[src/rtl/sprite_pkg.sv]
// Shared types for the sprite descriptor queue: the descriptor layout and the
// handshake state encoding.
package sprite_pkg;

    typedef struct packed {
        logic [15:0] id;
        logic [15:0] x;
        logic [15:0] y;
        logic [15:0] width;
        logic [15:0] height;
        logic [31:0] address;
    } sprite_desc_t;

    typedef enum logic [1:0] {
        ST_IDLE    = 2'd0,
        ST_ISSUE   = 2'd1,
        ST_RELEASE = 2'd2
    } sq_state_e;

    function automatic logic is_zero_size(input sprite_desc_t d);
        return (d.width == 16'd0) || (d.height == 16'd0);
    endfunction

endpackage

[src/rtl/sprite_queue_if.sv]
// Push side, status and drawer handshake of the sprite queue, bundled so the
// producer/drawer side and the queue see matching directions.
interface sprite_queue_if #(parameter int DEPTH = 8);

    logic                     wr_en;
    logic [15:0]              wr_id;
    logic [15:0]              wr_x;
    logic [15:0]              wr_y;
    logic [15:0]              wr_width;
    logic [15:0]              wr_height;
    logic [31:0]              wr_address;
    logic                     flush;
    logic                     full;
    logic [$clog2(DEPTH):0]   count;
    logic                     overflow;
    logic [15:0]              sprite_id;
    logic [15:0]              sprite_x;
    logic [15:0]              sprite_y;
    logic [15:0]              sprite_width;
    logic [15:0]              sprite_height;
    logic [31:0]              sprite_address;
    logic                     draw_sprite;
    logic                     done_draw;
    logic                     busy;
    logic [15:0]              drawn_count;

    modport master (
        output wr_en, wr_id, wr_x, wr_y, wr_width, wr_height, wr_address, flush, done_draw,
        input  full, count, overflow, sprite_id, sprite_x, sprite_y, sprite_width,
               sprite_height, sprite_address, draw_sprite, busy, drawn_count
    );

    modport slave (
        input  wr_en, wr_id, wr_x, wr_y, wr_width, wr_height, wr_address, flush, done_draw,
        output full, count, overflow, sprite_id, sprite_x, sprite_y, sprite_width,
               sprite_height, sprite_address, draw_sprite, busy, drawn_count
    );

endinterface

[src/rtl/sprite_desc_fifo.sv]
// Descriptor storage ring with registered count and full; a pop frees a slot on
// the same edge, so a full ring still accepts a push that coincides with a pop.
module sprite_desc_fifo
    import sprite_pkg::*;
#(
    parameter  int DEPTH = 8,
    localparam int PW    = $clog2(DEPTH),
    localparam int CW    = PW + 1
) (
    input  logic          Clk,
    input  logic          Reset,
    input  logic          i_push,
    input  sprite_desc_t  i_push_desc,
    input  logic          i_pop,
    input  logic          i_flush,
    output sprite_desc_t  o_head,
    output logic [CW-1:0] o_count,
    output logic          o_full
);

    sprite_desc_t  r_mem [DEPTH];
    logic [PW-1:0] r_wr_ptr;
    logic [PW-1:0] r_rd_ptr;
    logic [CW-1:0] r_count;
    logic          r_full;

    logic          w_push_ok;
    logic          w_pop_ok;
    logic [CW-1:0] w_count_nxt;

    // NOTE: every always_comb output gets a default first so no latch is inferred.
    always_comb begin
        w_pop_ok    = i_pop && (r_count != '0);
        w_push_ok   = i_push && (!r_full || w_pop_ok);
        w_count_nxt = r_count;
        if (w_push_ok && !w_pop_ok)
            w_count_nxt = r_count + CW'(1);
        else if (w_pop_ok && !w_push_ok)
            w_count_nxt = r_count - CW'(1);
    end

    // NOTE: storage is deliberately not reset; pointers alone define validity.
    always_ff @(posedge Clk) begin
        if (w_push_ok && !i_flush)
            r_mem[r_wr_ptr] <= i_push_desc;
    end

    always_ff @(posedge Clk) begin
        if (!Reset) begin
            r_wr_ptr <= '0;
            r_rd_ptr <= '0;
            r_count  <= '0;
            r_full   <= 1'b0;
        end else if (i_flush) begin
            r_rd_ptr <= r_wr_ptr;
            r_count  <= '0;
            r_full   <= 1'b0;
        end else begin
            if (w_push_ok) r_wr_ptr <= r_wr_ptr + PW'(1);
            if (w_pop_ok)  r_rd_ptr <= r_rd_ptr + PW'(1);
            r_count <= w_count_nxt;
            r_full  <= (w_count_nxt == CW'(DEPTH));
        end
    end

    assign o_head  = r_mem[r_rd_ptr];
    assign o_count = r_count;
    assign o_full  = r_full;

endmodule

[src/rtl/sprite_queue.sv]
// Sprite descriptor queue feeding a drawer through a level handshake:
// IDLE pops and issues, ISSUE waits for done_draw, RELEASE waits for its drop.
module sprite_queue
    import sprite_pkg::*;
#(
    parameter int DEPTH = 8
) (
    input logic           Clk,
    input logic           Reset,
    sprite_queue_if.slave bus
);

    localparam int CW = $clog2(DEPTH) + 1;

    sq_state_e     r_state;
    sprite_desc_t  r_sprite;
    logic          r_draw_sprite;
    logic          r_busy;
    logic          r_overflow;
    logic [15:0]   r_drawn_count;

    sprite_desc_t  w_wr_desc;
    sprite_desc_t  w_head;
    logic [CW-1:0] w_count;
    logic          w_full;
    logic          w_pop;

    assign w_wr_desc = {bus.wr_id, bus.wr_x, bus.wr_y, bus.wr_width, bus.wr_height, bus.wr_address};

    // A flush wins over a pop on the same edge: nothing queued is issued.
    assign w_pop = (r_state == ST_IDLE) && (w_count != '0) && !bus.flush;

    sprite_desc_fifo #(.DEPTH(DEPTH)) u_fifo (
        .Clk         (Clk),
        .Reset       (Reset),
        .i_push      (bus.wr_en),
        .i_push_desc (w_wr_desc),
        .i_pop       (w_pop),
        .i_flush     (bus.flush),
        .o_head      (w_head),
        .o_count     (w_count),
        .o_full      (w_full)
    );

    always_ff @(posedge Clk) begin
        if (!Reset) begin
            r_state       <= ST_IDLE;
            r_sprite      <= '0;
            r_draw_sprite <= 1'b0;
            r_busy        <= 1'b0;
            r_overflow    <= 1'b0;
            r_drawn_count <= '0;
        end else begin
            if (bus.wr_en && w_full && !w_pop && !bus.flush)
                r_overflow <= 1'b1;
            case (r_state)
                ST_IDLE: begin
                    if (w_pop && !is_zero_size(w_head)) begin
                        r_sprite      <= w_head;
                        r_draw_sprite <= 1'b1;
                        r_busy        <= 1'b1;
                        r_state       <= ST_ISSUE;
                    end
                end
                ST_ISSUE: begin
                    if (bus.done_draw) begin
                        r_draw_sprite <= 1'b0;
                        r_state       <= ST_RELEASE;
                    end
                end
                ST_RELEASE: begin
                    if (!bus.done_draw) begin
                        r_drawn_count <= r_drawn_count + 16'd1;
                        r_busy        <= 1'b0;
                        r_state       <= ST_IDLE;
                    end
                end
                default: begin
                    r_draw_sprite <= 1'b0;
                    r_busy        <= 1'b0;
                    r_state       <= ST_IDLE;
                end
            endcase
        end
    end

    assign bus.full           = w_full;
    assign bus.count          = w_count;
    assign bus.overflow       = r_overflow;
    assign bus.sprite_id      = r_sprite.id;
    assign bus.sprite_x       = r_sprite.x;
    assign bus.sprite_y       = r_sprite.y;
    assign bus.sprite_width   = r_sprite.width;
    assign bus.sprite_height  = r_sprite.height;
    assign bus.sprite_address = r_sprite.address;
    assign bus.draw_sprite    = r_draw_sprite;
    assign bus.busy           = r_busy;
    assign bus.drawn_count    = r_drawn_count;

endmodule
[src/flat_wrapper.sv]
// flat-port wrapper written by rule: the top's interface ports become plain ports
module sprite_queue_flat import sprite_pkg::*;
#(
    parameter int DEPTH = 8
)
  (Clk, Reset, bus_wr_en, bus_wr_id, bus_wr_x, bus_wr_y, bus_wr_width, bus_wr_height, bus_wr_address, bus_flush, bus_done_draw, bus_full, bus_count, bus_overflow, bus_sprite_id, bus_sprite_x, bus_sprite_y, bus_sprite_width, bus_sprite_height, bus_sprite_address, bus_draw_sprite, bus_busy, bus_drawn_count);
  sprite_queue_if #(.DEPTH(DEPTH)) bus_i ();
  input logic Clk;
  input logic Reset;
  input wire logic [$bits(bus_i.wr_en)-1:0] bus_wr_en;
  input wire logic [$bits(bus_i.wr_id)-1:0] bus_wr_id;
  input wire logic [$bits(bus_i.wr_x)-1:0] bus_wr_x;
  input wire logic [$bits(bus_i.wr_y)-1:0] bus_wr_y;
  input wire logic [$bits(bus_i.wr_width)-1:0] bus_wr_width;
  input wire logic [$bits(bus_i.wr_height)-1:0] bus_wr_height;
  input wire logic [$bits(bus_i.wr_address)-1:0] bus_wr_address;
  input wire logic [$bits(bus_i.flush)-1:0] bus_flush;
  input wire logic [$bits(bus_i.done_draw)-1:0] bus_done_draw;
  output wire logic [$bits(bus_i.full)-1:0] bus_full;
  output wire logic [$bits(bus_i.count)-1:0] bus_count;
  output wire logic [$bits(bus_i.overflow)-1:0] bus_overflow;
  output wire logic [$bits(bus_i.sprite_id)-1:0] bus_sprite_id;
  output wire logic [$bits(bus_i.sprite_x)-1:0] bus_sprite_x;
  output wire logic [$bits(bus_i.sprite_y)-1:0] bus_sprite_y;
  output wire logic [$bits(bus_i.sprite_width)-1:0] bus_sprite_width;
  output wire logic [$bits(bus_i.sprite_height)-1:0] bus_sprite_height;
  output wire logic [$bits(bus_i.sprite_address)-1:0] bus_sprite_address;
  output wire logic [$bits(bus_i.draw_sprite)-1:0] bus_draw_sprite;
  output wire logic [$bits(bus_i.busy)-1:0] bus_busy;
  output wire logic [$bits(bus_i.drawn_count)-1:0] bus_drawn_count;
  assign bus_i.wr_en = bus_wr_en;
  assign bus_i.wr_id = bus_wr_id;
  assign bus_i.wr_x = bus_wr_x;
  assign bus_i.wr_y = bus_wr_y;
  assign bus_i.wr_width = bus_wr_width;
  assign bus_i.wr_height = bus_wr_height;
  assign bus_i.wr_address = bus_wr_address;
  assign bus_i.flush = bus_flush;
  assign bus_i.done_draw = bus_done_draw;
  assign bus_full = bus_i.full;
  assign bus_count = bus_i.count;
  assign bus_overflow = bus_i.overflow;
  assign bus_sprite_id = bus_i.sprite_id;
  assign bus_sprite_x = bus_i.sprite_x;
  assign bus_sprite_y = bus_i.sprite_y;
  assign bus_sprite_width = bus_i.sprite_width;
  assign bus_sprite_height = bus_i.sprite_height;
  assign bus_sprite_address = bus_i.sprite_address;
  assign bus_draw_sprite = bus_i.draw_sprite;
  assign bus_busy = bus_i.busy;
  assign bus_drawn_count = bus_i.drawn_count;
  sprite_queue #(.DEPTH(DEPTH)) u_core (.Clk(Clk), .Reset(Reset), .bus(bus_i));
endmodule
[config.mk]
export PLATFORM = sky130hd
export DESIGN_NAME = sprite_queue_flat
export DESIGN_NICKNAME = d
export VERILOG_FILES = /design/src/rtl/sprite_pkg.sv /design/src/rtl/sprite_queue_if.sv /design/src/rtl/sprite_desc_fifo.sv /design/src/rtl/sprite_queue.sv /design/src/flat_wrapper.sv
export SDC_FILE = /design/constraint.sdc
export NUM_CORES = 1
export LEC_CHECK = 0
export ABC_AREA = 1
export BUFFER_PORTS_ARGS = -buffer_cell sky130_fd_sc_hd__buf_4
export CAP_MARGIN = 20
export CORE_UTILIZATION = 41
export DETAILED_ROUTE_END_ITERATION = 7
export GPL_TIMING_DRIVEN = 0
export HOLD_SLACK_MARGIN = 0.08
export PLACE_DENSITY = 0.62
export SYNTH_ARGS = -nofsm -noshare
export SYNTH_HDL_FRONTEND = slang
export SYNTH_SLANG_ARGS = --single-unit
export TNS_END_PERCENT = 1
[constraint.sdc]
create_clock -name Clk -period 7.1 [get_ports Clk]
set_input_delay 0.355 -clock Clk [delete_from_list [all_inputs] [get_ports Clk]]
set_output_delay 0.355 -clock Clk [all_outputs]
set_load 0.05 [all_outputs]
==> metrics.csv <==
metric;value;unit
status;complete, no violations;
synth_cell_type_count;33;
dieArea;102000;um2
cts_buffers;109;
grt_usage;0.225;
rows;116;
setup_tns;0;ns
syn_inst;3694;
max_freq;265;MHz
vias_per_cell;5.18;
rrSetupSlack;3.33;ns
seq_area;29800;um2
p_per_area;281;nW/um2
crit_path_max_fanout;10;
setup_viol;0;
cts-root-buf;clkbuf_16;
cts_tree;done;
leakage;19.7;nW
grt_overflow_total;0;
maxCapViolCount;0;
nets;4335;
drt_wl_total;116;mm
maxSlewViolCount;0;
initial_core_util;0.414;
skew;0.0324;ns
grt_pass1_vias;27600;
finalCritPeriodShare;0.531;
reg2reg_depth;14;
hp-class;primary input to flop;
dp_cells;5286;
antenna_left;0;
grt_pass1_wl;172;mm
hold_viol;0;
clk_pin_slew;0.06;ns
reg2reg_to;u_core.bus.sprite_id[2]$_SDFFE_PN0P_;
die_h;320;um
ir_worst_vdd;0.233;mV
synth_area_leaders;edfxtp_1 65%, nand2_1 8.9%, dfxtp_1 7.1%, nor2_1 4.2%, o21ai_0 3.4%;
multiInputGateArea;9710;um2
area_delta_synth_final;22.3;%
ys_seq_area_frac;0.721;
dr.pass1.iters;5;
drive_gt1_frac;0.128;
synth_edf_count;896;
clock-sinks;1043;
post_cts_resized;0;
cp_data_arrival_time;4.37;ns
vias;29000;
fill_cells;8769;
hold_end;u_core.bus.overflow$_SDFFE_PN0P_;
gp_congestion;0.832;
synthFlopType;edfxtp_1;
pre_cts_ws;3.35;ns
hold_depth;5;
netlist.area_leader.share;0.650;
whs;0.181;ns
cts.htree.levels;3;
ys_warn_count;0;
fp.coreArea;100000;um2
placedInstanceArea;45900;um2
rsz0062_at_grt;no;
synth_fp_nets;3816;
ys_ff_latch;1043;
top_level_ports;253;
post_drt_wl_per_cell;20.7;um
crit_path_end_kind;flop;
crit_chain;buf_2 > clkinv_1 > clkbuf_1 > nand2_1 > nand2_1 > nor2_1 > nand2_1 > nor2_1 > nand2_1 > nand3_4 > buf_6 > buf_2 > nor2_1 > nor2_1;
tightest_slew;1.09;ns
hp-start;bus_wr_en;
setup_ws;3.33;ns
stdcell_area;50700;um2
cp-start-kind;flop;
crit_required;7.70;ns
antenna_found_initial;10;
avgSynthCellArea;11.2;um2
insertion_delay;0.69;ns
criticalPathCategory;flop to flop;
period_needed;3.77;ns
cp_slowest_cell;clkbuf_1;
drc;0;
syn_area;41400;um2
drt_iter0_markers;2782;
hpwlAfterDp;76.6;mm
io_buffers;251;
grt_max_degree;30;
worst_path_largest_cell_delay;0.44;ns
max_slew_margin;0.272;
die_w;320;um
ys_async_sr_fraction;0;
clock_path_buffers;3;
finalNonFillerCells;5605;
synth_area_leader_cell;edfxtp_1;
-- metrics by stage --
| stage | util | total power, mW |
|---|---|---|
| 3_5_place_dp | 0.458 | 8.55 |
| 3_3_place_gp | 0.449 | 8.53 |
| 6_report | 0.506 | 14.2 |
| 5_1_grt | 0.506 | 14.7 |
| 4_1_cts | 0.506 | 14.3 |
| 2_1_floorplan | - | 7.91 |
-- Yosys cell counts (6+ instances only) --
master / instances
clkbuf_1: 124
buf_1: 18
buf_4: 7
buf_2: 66
o21ai_1: 22
nand3_1: 109
dfxtp_1: 147
nand2_1: 986
nor2_1: 462
a21oi_1: 119
a32o_1: 80
inv_1: 259
o22ai_1: 81
edfxtp_1: 896
o21ai_0: 281
nor3_1: 6
-- kinds of logic (layout without fill, tap and decap cells) --
group	Yosys count	count (layout)	synth area share
adders and majority gates	5	5	0.00151
and+or+nand+nor	1571	1571	0.147
other	0	5	0
xor gates and xnor gates	3	3	0.000634
AOI/OAI and AO/OA	592	592	0.0842
DFF	1043	1043	0.721
buffers and inverters	480	1088	0.0465
-- state kept, by name, indices dropped and copies added, names as in the netlist, 4 cells and up, named ones only --
name and flops:
u_core.u_fifo.r_mem 896, u_core.bus.sprite_x 16, u_core.bus.sprite_id 16, u_core.bus.sprite_address 32, u_core.bus.drawn_count 16, u_core.bus.sprite_width 16, u_core.bus.sprite_y 16, u_core.u_fifo.o_count 4
u_core.bus.sprite_height 16
-- critical path: cells and delay by family (launching register included) --
kind                   cells  cell delay (ns)
AND/OR/NAND/NOR            9             1.58
buffers and inverters      5             1.74
flip-flops                 1             0.31
-- layout by cell type, fill, tap and decap left out, types with 5 or more instances in the layout --
| master | netlist | layout |
|---|---|---|
| buf_4 | 7 | 258 |
| clkinvlp_4 | 0 | 5 |
| buf_16 | 0 | 5 |
| clkinv_2 | 0 | 24 |
| o21ai_0 | 281 | 281 |
| diode_2 | 0 | 5 |
| a21oi_1 | 119 | 119 |
| nor3_1 | 6 | 6 |
| clkbuf_16 | 0 | 112 |
| bufinv_16 | 0 | 10 |
| clkbuf_1 | 124 | 143 |
| nand3_1 | 109 | 109 |
| clkinv_1 | 2 | 12 |
| a32o_1 | 80 | 80 |
| o21ai_1 | 22 | 22 |
| dfxtp_1 | 147 | 147 |
| buf_1 | 18 | 18 |
| nor2_1 | 462 | 454 |
| buf_12 | 0 | 33 |
| o22ai_1 | 81 | 81 |
| buf_2 | 66 | 66 |
| dlygate4sd3_1 | 0 | 114 |
| edfxtp_1 | 896 | 896 |
| nand2_1 | 986 | 986 |
| ha_1 | 5 | 5 |
| nor2_4 | 0 | 8 |
| inv_1 | 259 | 259 |
| clkbuf_8 | 0 | 14 |
-- where the power goes --
group          internal [mW]  switching [mW]  leakage [nW]  total (mW)
clock network           3.39            2.36          1.79        5.75
logic                  0.491            1.13          8.66        1.62
registers               6.78          0.0685          9.29        6.85
total                   10.7            3.56          19.7        14.2
-- per-layer routing --
layer  wire length [um]  global-route usage
met5                 55                   0
met4               3430              0.0715
met3               8520              0.0364
met2              53900               0.361
met1              50400               0.312
-- area by class of cell --
class                      instances  share of cell area
antenna                            5            0.000247
clock buffer                     146              0.0606
tap                             1298              0.0321
buffer                           217              0.0186
timing repair buffer             408              0.0769
inverter                         263              0.0195
sequential                      1043               0.589
clock inverter                    54              0.0112
multi-input combinational       2171               0.192
-- worst max-delay path by stage --
stage,endpoint,from,cells past startpoint
2_1_floorplan,u_core.u_fifo.r_mem[0][0]$_DFFE_PP_,u_core.u_fifo.o_count[0]$_SDFF_PP0_,9
3_3_place_gp,u_core.u_fifo.r_mem[6][21]$_DFFE_PP_,u_core.u_fifo.o_count[0]$_SDFF_PP0_,9
3_5_place_dp,u_core.bus.sprite_id[1]$_SDFFE_PN0P_,flop,14
4_1_cts,u_core.bus.sprite_id[2]$_SDFFE_PN0P_,flop,14
5_1_grt,u_core.bus.sprite_id[2]$_SDFFE_PN0P_,flop,15
6_report,u_core.bus.sprite_id[2]$_SDFFE_PN0P_,flop,14
-- timing repair --
action,in CTS,in global routing
buffers inserted,0,0
setup endpoints to repair,0,0
endpoints found under the hold margin,911,0
hold buffers,114,0
Power figures use the tool's default switching activity.
